### src/rtl/spi_target.sv
`timescale 1ns/1ps
`default_nettype none
// ============================================================================
//  Module   : spi_target
//  Purpose  : SPI mode-0 target with oversampled sclk, one-byte TX buffer,
//             RX holding register and sticky overrun/underrun flags.
//  Revision : 1.0 - initial release
// ============================================================================
module spi_target #(
   parameter logic [7:0] IDLE_BYTE   = 8'hFF,
   parameter int         SYNC_STAGES = 2
) (
   input  logic       clk7,
   input  logic       reset,
   input  logic       sclk,
   input  logic       mosi,
   input  logic       _cs,
   output logic       miso,
   output logic       miso_oe,
   output logic       selected,
   output logic [7:0] rx_data,
   output logic       rx_valid,
   input  logic       rx_ack,
   input  logic [7:0] tx_data,
   input  logic       tx_load,
   output logic       tx_ready,
   output logic       overrun,
   output logic       underrun,
   input  logic       status_clr
);

   typedef enum logic [0:0] {
      ST_IDLE   = 1'b0,
      ST_ACTIVE = 1'b1
   } state_t;

   logic [SYNC_STAGES-1:0] r_sclk_sync;
   logic [SYNC_STAGES-1:0] r_mosi_sync;
   logic [SYNC_STAGES-1:0] r_cs_sync;
   logic                   r_sclk_prev;
   logic                   r_cs_prev;

   state_t     r_state;
   logic [2:0] r_bit_cnt;
   logic [6:0] r_rx_shift;
   logic [7:0] r_tx_shift;
   logic [7:0] r_tx_buf;

   logic       w_sclk_s;
   logic       w_mosi_s;
   logic       w_cs_s;
   logic       w_sclk_rise;
   logic       w_sclk_fall;
   logic       w_cs_fall;
   logic       w_cs_rise;
   logic [7:0] w_rx_byte;
   logic [7:0] w_load_shift;

   // Chains reset low so a _cs already held low after reset is not seen as a fall.
   always_ff @(posedge clk7) begin
      if (reset) begin
         r_sclk_sync <= '0;
         r_mosi_sync <= '0;
         r_cs_sync   <= '0;
         r_sclk_prev <= 1'b0;
         r_cs_prev   <= 1'b0;
      end else begin
         r_sclk_sync <= {r_sclk_sync[SYNC_STAGES-2:0], sclk};
         r_mosi_sync <= {r_mosi_sync[SYNC_STAGES-2:0], mosi};
         r_cs_sync   <= {r_cs_sync[SYNC_STAGES-2:0], _cs};
         r_sclk_prev <= w_sclk_s;
         r_cs_prev   <= w_cs_s;
      end
   end

   assign w_sclk_s     = r_sclk_sync[SYNC_STAGES-1];
   assign w_mosi_s     = r_mosi_sync[SYNC_STAGES-1];
   assign w_cs_s       = r_cs_sync[SYNC_STAGES-1];
   assign w_sclk_rise  = w_sclk_s & ~r_sclk_prev;
   assign w_sclk_fall  = ~w_sclk_s & r_sclk_prev;
   assign w_cs_fall    = ~w_cs_s & r_cs_prev;
   assign w_cs_rise    = w_cs_s & ~r_cs_prev;
   assign w_rx_byte    = {r_rx_shift, w_mosi_s};
   assign w_load_shift = tx_ready ? IDLE_BYTE : r_tx_buf;

   always_ff @(posedge clk7) begin
      if (reset) begin
         r_state    <= ST_IDLE;
         r_bit_cnt  <= 3'd0;
         r_rx_shift <= 7'd0;
         r_tx_shift <= 8'd0;
         r_tx_buf   <= 8'd0;
         rx_data    <= 8'd0;
         rx_valid   <= 1'b0;
         tx_ready   <= 1'b1;
         overrun    <= 1'b0;
         underrun   <= 1'b0;
      end else begin
         // Clears come first so any set event later in this block wins.
         if (status_clr) begin
            overrun  <= 1'b0;
            underrun <= 1'b0;
         end
         if (rx_ack && rx_valid) begin
            rx_valid <= 1'b0;
         end
         if (tx_load && tx_ready) begin
            r_tx_buf <= tx_data;
            tx_ready <= 1'b0;
         end

         case (r_state)
            ST_IDLE: begin
               if (w_cs_fall) begin
                  r_state    <= ST_ACTIVE;
                  r_bit_cnt  <= 3'd0;
                  r_tx_shift <= w_load_shift;
                  if (tx_ready) underrun <= 1'b1;
                  else          tx_ready <= 1'b1;
               end
            end
            ST_ACTIVE: begin
               if (w_cs_rise) begin
                  r_state    <= ST_IDLE;
                  r_bit_cnt  <= 3'd0;
                  r_rx_shift <= 7'd0;
                  r_tx_shift <= 8'd0;
               end else if (w_sclk_rise) begin
                  r_rx_shift <= w_rx_byte[6:0];
                  r_bit_cnt  <= r_bit_cnt + 3'd1;
                  if (r_bit_cnt == 3'd7) begin
                     rx_data  <= w_rx_byte;
                     rx_valid <= 1'b1;
                     if (rx_valid && !rx_ack) overrun <= 1'b1;
                  end
               end else if (w_sclk_fall) begin
                  if (r_bit_cnt != 3'd0) begin
                     r_tx_shift <= {r_tx_shift[6:0], 1'b0};
                  end else begin
                     r_tx_shift <= w_load_shift;
                     if (tx_ready) underrun <= 1'b1;
                     else          tx_ready <= 1'b1;
                  end
               end
            end
            default: r_state <= ST_IDLE;
         endcase
      end
   end

   assign selected = (r_state == ST_ACTIVE);
   assign miso_oe  = (r_state == ST_ACTIVE);
   assign miso     = (r_state == ST_ACTIVE) ? r_tx_shift[7] : 1'b1;

endmodule
`default_nettype wire

### config.mk
export PLATFORM = sky130hd
export DESIGN_NAME = spi_target
export DESIGN_NICKNAME = d
export VERILOG_FILES = /design/src/rtl/spi_target.sv
export SDC_FILE = /design/constraint.sdc
export NUM_CORES = 1
export LEC_CHECK = 0
export ABC_AREA = 1
export CAP_MARGIN = 40
export CORE_MARGIN = 1.5
export CORE_UTILIZATION = 30
export CTS_BUF_LIST = sky130_fd_sc_hd__clkbuf_16
export CTS_CLUSTER_DIAMETER = 60
export DETAILED_ROUTE_END_ITERATION = 10
export DONT_BUFFER_PORTS = 1
export SETUP_SLACK_MARGIN = 0.1
export SYNTH_ARGS = -nofsm -noshare
export SYNTH_HDL_FRONTEND = slang
export SYNTH_SLANG_ARGS = --single-unit
### constraint.sdc
create_clock -name clk7 -period 1.4 [get_ports clk7]
set_clock_uncertainty 0.1 [all_clocks]
set_input_delay 0.28 -clock clk7 [delete_from_list [all_inputs] [get_ports clk7]]
set_output_delay 0.28 -clock clk7 [all_outputs]
set_load 0.02 [all_outputs]
==> Yosys cells after proc, flatten, opt, wreduce, memory -nomap -nowiden <==
Cells that the tools add are included.
{ "op_classes": {"addsub": 1, "eq_ne": 5, "n_mux": 44, "bitwise": 10, "n_reduce_logical": 10} }
{ "ops": {"columns": ["cell", "n"], "rows": [
  ["two-way mux 8 bit", 6],
  ["two-way mux 1 bit", 28],
  ["one-hot mux 8 bit (2 select lines)", 1],
  ["two-way mux 7 bit", 2],
  ["two-way mux 3 bit", 3],
  ["inequality test 3 x 1 -> 1 bit (second input constant)", 2],
  ["inverter 1 bit", 6],
  ["one-hot mux 1 bit (2 select lines)", 3],
  ["one-hot mux 3 bit (2 select lines)", 1],
  ["AND 1 bit", 4],
  ["AND reduction 2 bit", 2],
  ["AND reduction 4 bit", 1],
  ["adder 3 x 1 -> 3 bit (second input constant)", 1],
  ["== test 3 bit (second input constant)", 1],
  ["logical AND 1 bit", 3],
  ["inequality test 3 x 2 -> 1 bit (second input constant)", 1],
  ["AND reduction 3 bit", 1],
  ["nonzero test 3 bit", 1],
  ["inequality test 2 bit (second input constant)", 1],
  ["nonzero test 2 bit", 1],
  ["zero test 1 bit", 1]
]} }
{ "word_totals": {"reg_bits": 47, "in_bits": 16, "output_inout_bits": 15, "elab_cells": 85} }

==> Logic depth before layout (Yosys ltp) <==
Gate-level depths: netlist of run 1.
{ "depth": {"word_depth": 8, "depth_mapped": 9} }

==> Least setup slack after synthesis of run 1 <==
Ideal clock, no wire load.
{ "synth_path": {"path_kind": "flip-flop to flip-flop", "startpoint": "reg r_state, in the netlist miso_oe", "endpoint": "reg r_tx_shift[0]", "arrival_time_ps": 1206, "required_time_ps": 1186, "setup_slack_ps": -20, "stages_incl_launch_ff": 7, "path_buffers": 1, "synth_period_minus_slack_ps": 1420, "path_cell_list": "dfxtp_1 inv_2 o21ai_2 o21ai_4 buf_6 a21oi_1 nor2_1"} }
{ "synth_via": {"elab_chain_len": 3, "elab_cells_between_ends": 6, "classes_between": "3 x eq/ne; 1 x mux; 1 x bitwise; 1 x reduce/logical"} }
{ "synth_lines": {"columns": ["element", "line", "rtl"], "rows": [
  ["start, declared", "43", "state_t r_state;"],
  ["start signal, assigned", "88", "r_state <= ST_IDLE;"],
  ["start signal, assigned", "115", "r_state <= ST_ACTIVE;"],
  ["start signal, assigned", "124", "r_state <= ST_IDLE;"],
  ["inverter 1 bit", null, null],
  ["inequality test 2 bit (no line)", null, null],
  ["AND reduction 3 bit (no line)", null, null],
  ["end signal, assigned", "117", "r_tx_shift <= w_load_shift;"],
  ["end signal, assigned", "138", "r_tx_shift <= {r_tx_shift[6:0], 1'b0};"],
  ["end signal, assigned", "140", "r_tx_shift <= w_load_shift;"],
  ["end, declared", "46", "logic [7:0] r_tx_shift;"]
]} }
Several ways; a longest one is shown, not always the timed one.
A chain may end at the register's enable or synchronous reset.

==> Worst setup path after layout of run 1 <==
{ "layout_path": {"startpoint": "reg r_bit_cnt[0]", "endpoint": "reg rx_data[2]"} }
{ "layout_via": {"elab_chain_len": 2} }
{ "layout_lines": {"columns": ["element", "line", "rtl"], "rows": [
  ["start, declared", "44", "logic [2:0] r_bit_cnt;"],
  ["start signal, assigned", "130", "r_bit_cnt <= r_bit_cnt + 3'd1;"],
  ["== test 3 bit", "131", "if (r_bit_cnt == 3'd7) begin"],
  ["AND reduction 4 bit (no line)", null, null],
  ["end signal, assigned", "132", "rx_data <= w_rx_byte;"],
  ["end, declared", "21", "output logic [7:0] rx_data,"]
]} }
Every way passes these cells.

==> metrics.md, run 1 <==
| Metric | Value |
|---|---|
| Status | `finished with violations` |
| Failing checks | `negative hold slack` |
| Worst slew margin | `between 80% and 90%` |
| Internal | `2140 µW` |
| Period utilization | `95.5%` |
| Worst-Margin Slew | `0.281 ns` |
| Cell Pwr Density | `1090 mW/mm²` |
| CP max FO | `4` |
| Initial antenna violation count | `0` |
| Max-cap violations | `0` |
| WL per Instance | `11.0 µm` |
| Largest net degree at the start of global routing | `31` |
| Grt ovf | `0` |
| Met2 Use GR | `21.5%` |
| Buffers plus inverters on the worst setup path | `1` |
| Seq/Total Area, Yosys | `roughly 47%` |
| Share of layout cells above drive strength 1 | `23.3%` |
| Commonest non-fill, non-tap cell in the layout | `nand2_1` |
| Cells after synthesis | `approximately 290` |
| Die Footprint | `0.00711 mm²` |
| Initial Util | `a little over 30%` |
| Vias in the first global route | `1638` |
| Mapped Nets | `between 300 and 400` |
| Placer Congestion | `0.742` |
| Final Hold Fails | `21` |
| Die height | `84.3 µm` |
| Clock Power Share | `41.5%` |
| Type of the worst min-delay path | `in -> reg` |
| Logic pwr share | `roughly 8.4%` |
| Met1 usage | `15.8%` |
| Die Wd | `around 84 µm` |
| Worst VDD drop | `0.544 mV` |
| Skew-Pair Late Insertion Delay | `around 0.29 ns` |
| Final Critical Period | `1.34 ns` |
| First-pass GRT wire length | `approximately 7300 µm` |
| CTS tree | `built` |
| Critical Path End Type | `flop` |
| Worst-case clock buffer depth | `2` |
| # DRC | `0` |
| Final setup fails | `0` |
| CTS root buf | `clkbuf_16` |
| Most Used Layer, Global Route | `met2` |
| Crit-path cells | `ha_4 > ha_4 > nand2_4 > nor2_4 > buf_6 > nand2_2 > a21oi_2` |
| Synthesized area | `0.00198 mm²` |
| Drt pass-1 iters | `4` |
| Final #Nets | `323` |
| CTS sink cnt | `47` |
| Switching share of total power | `24.2%` |
| Synth-to-layout area growth | `30.4%` |
| Total GRT Usage | `12.9%` |
| Top Ports | `31` |
| Hold-fix buffers at CTS | `8` |
| Number of CTS-inserted buffers | `5` |
| Final Slew Violations | `0` |
| Clock Pin Slew Worst Setup and Hold Paths | `0.06 ns` |
| Iteration-0 DRC Markers | `129` |
| Post-route ant nets | `0` |
| Psw | `682 µW` |
| LEAKAGE | `0.00108 µW` |
| H-tree levels | `2` |
| Seq pwr share | `between 50% and 60%` |
| Met3 Resource Use GR | `3.64%` |
| Commonest non-fill, non-tap cells in the layout | `nand2_1, nor2_1, dfxtp_1, inv_1, o21ai_0` |
| Max incr delay on CP | `0.38 ns` |
| RSZ-0062 raised after global routing | `yes` |
| #FFs+latches synth | `47` |
| Vias | `1734` |
| Port-buffer cells | `0` |
| Yosys cell types | `20` |
| Max Freq | `roughly 750 MHz` |
| Crit-path leading delay family | `flip-flops` |
| Worst path arrival time | `1.47 ns` |
| CP startpoint kind | `flop` |
| Vias/cell | `4.54` |
| Rows | `29` |
| Final core occ | `40.5%` |
| Synth warn | `0` |
| Core Area | `0.00639 mm²` |
| Slowest library cell on the worst path | `dfxtp_4` |
| Crit path top cell by count | `ha_4` |
| Crit Path Class | `reg -> reg` |
| Dpl hpwl | `2800 µm` |
| DRT Wirelength | `~4200 µm` |
| Synthesized area per cell | `6.93 µm²` |
| # diodes | `0` |
| Final Hold Slack | `-0.0507 ns` |
| Critical path required time | `1.53 ns` |
[cell families after synthesis]
kind of cell	after synthesis	synth area share, %
AND/OR/NAND/NOR	154	30.7
flip-flops	47	47.4
AO/OA/AOI/OAI	42	11.4
buffers and inverters	40	8.58
adder cells (fa/ha/maj)	3	1.89
[state kept, by name, indices dropped and copies added (netlist names), 2 cells and up]
register	cells
r_cs_sync	2
r_tx_shift	8
r_sclk_sync	2
r_bit_cnt	3
r_mosi_sync	2
r_rx_shift	7
rx_data	8
r_tx_buf	8
[power by group through the flow]
stage | logic, µW | clock network (µW) | registers, µW
2_1_floorplan | 173 | 0 | 1440
5_1_grt | 274 | 1240 | 1420
3_3_place_gp | 204 | 0 | 1440
4_1_cts | 224 | 1180 | 1410
6_report | 236 | 1170 | 1410
3_5_place_dp | 205 | 0 | 1450
[per-stage QoR]
step	cell area (µm²)	setup TNS [ns]	cells	total power (µW)	setup slack, ns
after detailed placement	2140	-0.0249	365	1650	-0.0120
final	2590	0	382	2820	0.0630
after global routing	2590	-0.0653	382	2930	-0.0181
after floorplan	1990	0	286	1610	0.101
after CTS	2460	0	381	2820	0.0649
after global placement	2140	0	365	1650	0.00390
[synth_stat cells]
library cell   n  area (µm²)
nand2_1       81         304
buf_2          1        5.00
nor2_1        56         210
nor2_2         1        6.26
a21oi_1       21         105
nand3_1        9        45.0
inv_2          3        11.3
dfxtp_1       47         941
or2_2          1        6.26
buf_6          1        11.3
o21ai_1        1        5.00
inv_1         28         105
buf_4          3        22.5
o21ai_2        1        8.76
o21ai_0       18        90.1
nand4_1        3        18.8
ha_1           3        37.5
nand2_2        3        18.8
clkbuf_1       4        15.0
o21ai_4        1        16.3
[timing repair]
item	4_1_cts	5_1_grt
setup buffers	0	1
resized for setup	31	35
hold endpoints to repair	29	21
pin swaps	14	15
setup endpoints to repair	26	31
[path summary, 6_finish.rpt]
check,start,to,slack (ns),cells after the start
setup / recovery,r_bit_cnt[0],rx_data[2],0.06,7
hold / removal,reset,miso_oe,-0.05,1
setup reg to reg,r_bit_cnt[0],rx_data[2],0.06,7
hold reg to reg,r_mosi_sync[1],rx_data[0],0.35,2
[routing by layer]
metal  vias to the layer above  share of wire [%]  routed length [µm]
li1                        927                  -                   -
met1                       780                 47                2000
met2                        22                 48                2010
met3                         5                3.3                 140
met4                         0                1.8                  74
met5                         -                  0                   0
[layout make-up]
type / count / area (µm²)
clock buffers: 5 / 125
clock inverters: 3 / 17.5
fillers: 664 / 3800
inverters: 31 / 124
multi-input cells: 199 / 1050
flip-flops and latches: 47 / 958
well taps: 77 / 96.3
repair buffers: 20 / 215
Power figures use the tool's default switching activity.
==> run 2: changes to the inputs <==
--- a/config.mk
+++ b/config.mk
@@ -13,6 +13,7 @@
 export CTS_CLUSTER_DIAMETER = 60
 export DETAILED_ROUTE_END_ITERATION = 10
 export DONT_BUFFER_PORTS = 1
+export HOLD_SLACK_MARGIN = 0.02
 export SETUP_SLACK_MARGIN = 0.1
 export SYNTH_ARGS = -nofsm -noshare
 export SYNTH_HDL_FRONTEND = slang
==> constraint.sdc (replaced) <==
create_clock -name clk7 -period 1.1 [get_ports clk7]
set_clock_uncertainty 0.1 [all_clocks]
set_input_delay 0.22 -clock clk7 [delete_from_list [all_inputs] [get_ports clk7]]
set_output_delay 0.22 -clock clk7 [all_outputs]
set_load 0.02 [all_outputs]
==> run 2 against run 1 <==
Net effect:
- the run ends with negative hold slack, negative setup slack left
- global-route usage about the same
- power up 41%
- via count up 9.6%
- cell count up 7.1%
- core utilization up 8.5 points
- critical path type unchanged
- highest routed layer unchanged
==> metrics.md, run 2 (synthesis gave the netlist of run 1 again) <==
| Metric | Value |
|---|---|
| Status | `finished with violations` |
| Failing checks | `negative hold slack, negative setup slack` |
| Placer Congestion | `0.757 (+2.0%)` |
| Setup WS post-layout | `-0.251 ns (-0.314 ns)` |
| Max Freq | `740 MHz (-1.0%)` |
| Total GRT Usage | `12.9% (+0.031 points)` |
| CP startpoint kind | `flop` |
| Slowest library cell on the worst path | `dfxtp_2` |
| Port-buffer cells | `0 (unchanged)` |
| Die height | `84.3 µm (unchanged)` |
| Post-layout power | `3980 µW (+41%)` |
| Final setup fails | `42 (+42)` |
| Crit-path leading delay family | `flip-flops` |
| Final core occ | `49.0% (+8.5 points)` |
| Type of the worst min-delay path | `in -> reg` |
| Grt ovf | `0 (unchanged)` |
| R2R depth | `7 (unchanged)` |
| # diodes | `0 (unchanged)` |
| Die Wd | `84.3 µm (unchanged)` |
| CTS tree | `built` |
| Initial Util | `31.1% (unchanged)` |
| Commonest non-fill, non-tap cells in the layout | `nand2_1, nor2_1, dfxtp_1, inv_1, buf_4` |
| Regs by FF count | `r_tx_buf x8, r_tx_shift x8, rx_data x8` |
| First-pass GRT wire length | `7420 µm (+1.1%)` |
| Crit Path Class | `reg -> reg` |
| RSZ-0062 raised after global routing | `yes` |
| Initial antenna violation count | `0 (unchanged)` |
| Critical path required time | `1.22 ns (-0.31 ns)` |
| Final Slew Violations | `0 (unchanged)` |
| Vias/cell | `4.65 (+2.3%)` |
| Cell Pwr Density | `1270 mW/mm² (+17%)` |
| Reg-to-reg startpoint | `r_bit_cnt[1]` |
| Vias in the first global route | `1589 (-3.0%)` |
| Hold-fix buffers at CTS | `11 (+3)` |
| Largest net degree at the start of global routing | `31 (unchanged)` |
| Reg2Reg Capture Point | `rx_data[2]` |
| Max incr delay on CP | `0.36 ns (-0.02 ns)` |
| Skew-Pair Late Insertion Delay | `0.29 ns (about the same)` |
| # DRC | `0 (unchanged)` |
| CTS sink cnt | `47 (unchanged)` |
| Share of layout cells above drive strength 1 | `39.8% (+16 points)` |
| Worst slew margin | `81.2% (about the same)` |
| Commonest non-fill, non-tap cell in the layout | `nand2_1` |
| DRT Wirelength | `4960 µm (+17%)` |
| Setup TNS Final | `-6.26 ns (-6.26 ns)` |
| Synth-to-layout area growth | `57.9%` |
| Hold path endpoint | `overrun` |
| Top Ports | `31 (unchanged)` |
| Worst path arrival time | `1.47 ns (about the same)` |
| Clock Pin Slew Worst Setup and Hold Paths | `0.07 ns (about the same)` |
| Hold Startpoint | `reset` |
| Dpl cells | `376 (+3.0%)` |
| Drt pass-1 iters | `4 (unchanged)` |
| Buffers plus inverters on the worst setup path | `1 (unchanged)` |
| Worst VDD drop | `0.765 mV (+41%)` |
| CP max FO | `5 (+1)` |
| Rows | `29 (unchanged)` |
| Reg2reg setup slack | `-0.25 ns (-0.31 ns)` |
| Iteration-0 DRC Markers | `103 (-20%)` |
| Vias | `1900 (+9.6%)` |
| Core Area | `0.00639 mm² (unchanged)` |
| Post-route ant nets | `0 (unchanged)` |
| Period utilization | `123% (+27 points)` |
| Dpl hpwl | `2850 µm (+2.0%)` |
| Worst-Margin Slew | `0.281 ns (-0.0000240 ns)` |
| Worst Hold Path Cells | `1 (unchanged)` |
| WL per Instance | `12.1 µm (+9.7%)` |
| Max-cap violations | `0 (unchanged)` |
| Final Hold Slack | `-0.126 ns (-0.0754 ns)` |
| Final std cells w/o fill | `409 (+7.1%)` |
| CTS root buf | `clkbuf_16` |
| LEAKAGE | `0.00123 µW (+14%)` |
| Crit-path cells | `ha_2 > ha_4 > nand2_2 > nor2_4 > buf_6 > nand2_1 > a21oi_1` |
| # fillers | `591 (-11%)` |
| Number of CTS-inserted buffers | `5 (unchanged)` |
| Die Footprint | `0.00711 mm² (unchanged)` |
| Critical Path End Type | `flop` |
| Final Hold Fails | `26 (+24%)` |
| Final Critical Period | `1.35 ns (+0.0140 ns)` |
| Worst-case clock buffer depth | `2 (unchanged)` |
| H-tree levels | `2 (unchanged)` |
| Final #Nets | `350 (+8.4%)` |
-- run 2: changes by cell type in the layout (fill, tap and decap cells not counted), sizes merged --
cell,change
buf,+20
clkbuf,+3
clkinv,-1
dlygate4sd3,+3
nand2,+2
-- run 2: metal layers --
| metal | vias to the layer above | share of wire (%) | GRT usage (%) | wire, µm |
|---|---|---|---|---|
| li1 | 981 | - | - | - |
| met1 | 878 | 46 | 17.0 | 2270 |
| met2 | 33 | 49 | 20.1 | 2450 |
| met3 | 8 | 3.0 | 3.05 | 147 |
| met4 | 0 | 1.8 | 5.81 | 91 |
| met5 | - | 0 | 0 | 0 |
-- run 2: how the worst max path moves through the flow --
stage	from	end	depth (start not counted)	slack, ns
after CTS	r_bit_cnt[1]	r_tx_shift[7]	9	-0.22
after global routing	r_bit_cnt[1]	rx_data[5]	7	-0.32
after detailed placement	r_bit_cnt[1]	rx_data[6]	7	-0.24
after floorplan	r_bit_cnt[1]	rx_data[7]	7	-0.14
final	r_bit_cnt[1]	rx_data[2]	7	-0.25
after global placement	r_bit_cnt[0]	overrun	7	-0.23
-- run 2: final cells by class --
class	instances	area (µm²)	share of cell area (%)
multi-input combinational	201	1220	39.0
sequential	47	998	31.9
timing repair buffer	45	504	16.1
clock buffer	6	150	4.79
inverter	31	144	4.59
tap	77	96.3	3.08
clock inverter	2	17.5	0.559
-- run 2: through the flow --
step                      cell area, µm²  setup WS, ns  hold slack, ns
after floorplan                     2120        -0.144           0.227
after global placement              2320        -0.226           0.185
after detailed placement            2320        -0.244           0.185
after CTS                           2810        -0.220          -0.122
after global routing                3130        -0.317          -0.134
final                               3130        -0.251          -0.126
-- run 2: power by group --
group,internal [µW],total [µW],switching [µW]
Sequential,1740,1790,55.8
Clock,994,1690,697
Combinational,256,501,245
Total,2990,3980,997
-- run 2: worst reg2reg max path, delay by kind of cell (launching register included) --
kind,cells,cell delay (ns)
compound gates,1,0.11
buf+inv,1,0.15
simple gates,3,0.24
flops,1,0.36
fa+ha+maj,2,0.33
-- run 2: timing repair --
| item | CTS | global route |
|---|---|---|
| hold endpoints to repair | 37 | 26 |
| setup endpoints to repair | 54 | 54 |
| cloned | 1 | 4 |
| resized for setup | 66 | 52 |
| setup buffers | 3 | 7 |
| pin swaps | 10 | 25 |
==> run 3: changes to the inputs <==
==> constraint.sdc (replaced) <==
create_clock -name clk7 -period 1.7 [get_ports clk7]
set_clock_uncertainty 0.1 [all_clocks]
set_input_delay 0.34 -clock clk7 [delete_from_list [all_inputs] [get_ports clk7]]
set_output_delay 0.34 -clock clk7 [all_outputs]
set_load 0.02 [all_outputs]
==> run 3 against run 2 <==
Net effect:
- the run now ends clean
- design area shrank 27%
- core utilization shrank 13 points
- wire length shrank 19%
- flip-flop and latch count is the same
- via count shrank 11%
- clock power shrank 43%
==> metrics.md, run 3 (synthesis gave the netlist of run 1 again) <==
| Metric | Value |
|---|---|
| Met1 usage | `15.0% (-2.0 points)` |
| Multi-input gate area | `872 µm² (-29%)` |
| Skew-Pair Late Insertion Delay | `0.29 ns (about the same)` |
| Vias in the first global route | `1514 (-4.7%)` |
| Met2 Use GR | `18.3% (-1.8 points)` |
| Port-buffer cells | `0 (unchanged)` |
| Final Hold Fails | `0 (-100%)` |
| Most Used Layer, Global Route | `met2` |
| Period utilization | `89.7%` |
| # DRC | `0 (unchanged)` |
| CTS sink cnt | `47 (unchanged)` |
| DRT Wirelength | `3990 µm (-19%)` |
| # diodes | `0 (unchanged)` |
| Critical Path End Type | `primary output` |
| Max incr delay on CP | `0.44 ns (+0.08 ns)` |
| CTS root buf | `clkbuf_16` |
| Dpl hpwl | `2680 µm (-6.2%)` |
| Iteration-0 DRC Markers | `90 (-13%)` |
| Status | `completed` |
| Reg2reg setup slack | `0.22 ns (+0.47 ns)` |
| Post-layout power | `2300 µW (-42%)` |
| Final #Nets | `314 (-10%)` |
| First-pass GRT wire length | `6780 µm (-8.6%)` |
| Die height | `84.3 µm (unchanged)` |
| # fillers | `708 (+20%)` |
| Worst slew margin | `64.2% (-17 points)` |
| Type of the worst min-delay path | `in -> reg` |
| Reg area | `941 µm² (-5.8%)` |
| CTS tree | `built` |
| Max-cap violations | `0 (unchanged)` |
| Core Area | `0.00639 mm² (unchanged)` |
| Clock Pin Slew Worst Setup and Hold Paths | `0.06 ns (about the same)` |
| WL per Instance | `10.7 µm (-12%)` |
| CP startpoint kind | `flop` |
| Final setup fails | `0 (-100%)` |
| Crit-path cells | `buf_6 > nand2_1` |
| Worst Hold Path Cells | `2 (+1)` |
| Initial Util | `31.1% (unchanged)` |
| Place WS | `0.222 ns (+0.466 ns)` |
| Regs by FF count | `r_tx_buf x8, r_tx_shift x8, rx_data x8` |
| Post-route ant nets | `0 (unchanged)` |
| Max Freq | `approximately 660 MHz` |
| Number of CTS-inserted buffers | `5 (unchanged)` |
| Worst VDD drop | `0.501 mV (-35%)` |
| Worst-case clock buffer depth | `2 (unchanged)` |
| RSZ-0062 raised after global routing | `no` |
| Die Wd | `84.3 µm (unchanged)` |
| Rows | `29 (unchanged)` |
| Final Hold Slack | `0.0554 ns (+0.182 ns)` |
| R2R depth | `8 (+1)` |
| Commonest non-fill, non-tap cells in the layout | `nand2_1, nor2_1, dfxtp_1, inv_1, a21oi_1` |
| Slowest library cell on the worst path | `dfxtp_1` |
| Top Ports | `31 (unchanged)` |
| Cell Pwr Density | `1010 mW/mm² (-20%)` |
| Vias | `1689 (-11%)` |
| Worst path arrival time | `1.09 ns (-0.38 ns)` |
| Final Slew Violations | `0 (unchanged)` |
| Grt ovf | `0 (unchanged)` |
| LEAKAGE | `0.000938 µW (-24%)` |
| Commonest non-fill, non-tap cell in the layout | `nand2_1` |
| Crit Path Class | `reg -> out` |
| Met3 Resource Use GR | `4.62% (+1.6 points)` |
| Final Critical Period | `1.53 ns` |
| Worst-Margin Slew | `0.536 ns (+0.255 ns)` |
| Largest net degree at the start of global routing | `26 (-16%)` |
| Drt pass-1 iters | `4 (unchanged)` |
| Placer Congestion | `0.760 (+0.42%)` |
| Total GRT Usage | `12.0% (-0.92 points)` |
| CP max FO | `5 (unchanged)` |
| Share of layout cells above drive strength 1 | `7.77% (-32 points)` |
| Vias/cell | `4.53 (-2.5%)` |
| Setup TNS Final | `0 ns (+6.26 ns)` |
| Die Footprint | `0.00711 mm² (unchanged)` |
| Setup WS post-layout | `0.175 ns (+0.426 ns)` |
| Critical path required time | `1.26 ns (+0.04 ns)` |
| Synth-to-layout area growth | `14.8%` |
| Initial antenna violation count | `0 (unchanged)` |
| H-tree levels | `2 (unchanged)` |
## run 3: cell count changes in the layout (fill, tap and decap cells not counted), moves of 12 or more
cell     before  now
nor2_1       42   56
a21oi_1       9   21
buf_4        16    4
dfxtp_4      13    0
nand2_1      69   81
a21oi_2      12    0
dfxtp_1      27   47
## run 3: worst paths after layout
kind	from	to
max	miso_oe	miso
min	_cs	r_cs_sync[0]
max reg2reg	r_bit_cnt[0]	tx_ready
min reg2reg	r_mosi_sync[0]	r_mosi_sync[1]
## run 3: routing by layer
metal / routed length, µm / up-vias
li1: - / 898
met1: 2020 / 757
met2: 1740 / 29
met3: 179 / 5
met4: 57 / 0
met5: 0 / -
## run 3: final cells by class
type	instances	share of cell area (%)
repair buffers	11	4.67
flip-flops and latches	47	41.3
well taps	77	4.23
multi-input cells	199	38.3
inverters	31	5.11
clock buffers	5	5.49
clock inverters	3	0.879
## run 3: worst max-delay path, delay by kind of cell (launching register included)
family | cells | cell delay, ns
buf+inv | 1 | 0.20
flops | 1 | 0.44
simple gates | 1 | 0.17
## run 3: through the flow
| step | std cells | util [%] | instance area, µm² |
|---|---|---|---|
| floorplan | 286 | - | 1980 |
| global placement | 359 | 32.3 | 2060 |
| detailed placement | 359 | 32.3 | 2060 |
| CTS | 372 | 35.4 | 2260 |
| global route | 373 | 35.7 | 2280 |
| finish | 373 | 35.7 | 2280 |
## run 3: report_power, final
| group | total (µW) | leakage, µW | switching (µW) | internal, µW |
|---|---|---|---|---|
| registers | 1160 | 0.000383 | 20.9 | 1140 |
| logic | 183 | 0.000487 | 116 | 66.8 |
| clock network | 958 | 0.0000674 | 416 | 542 |
## run 3: timing repair
| action | CTS | global route |
|---|---|---|
| setup buffers | 0 | 0 |
| hold buffers | 5 | 0 |
| endpoints found under the setup margin | 0 | 1 |
| hold endpoints to repair | 29 | 0 |
| resized for setup | 0 | 1 |
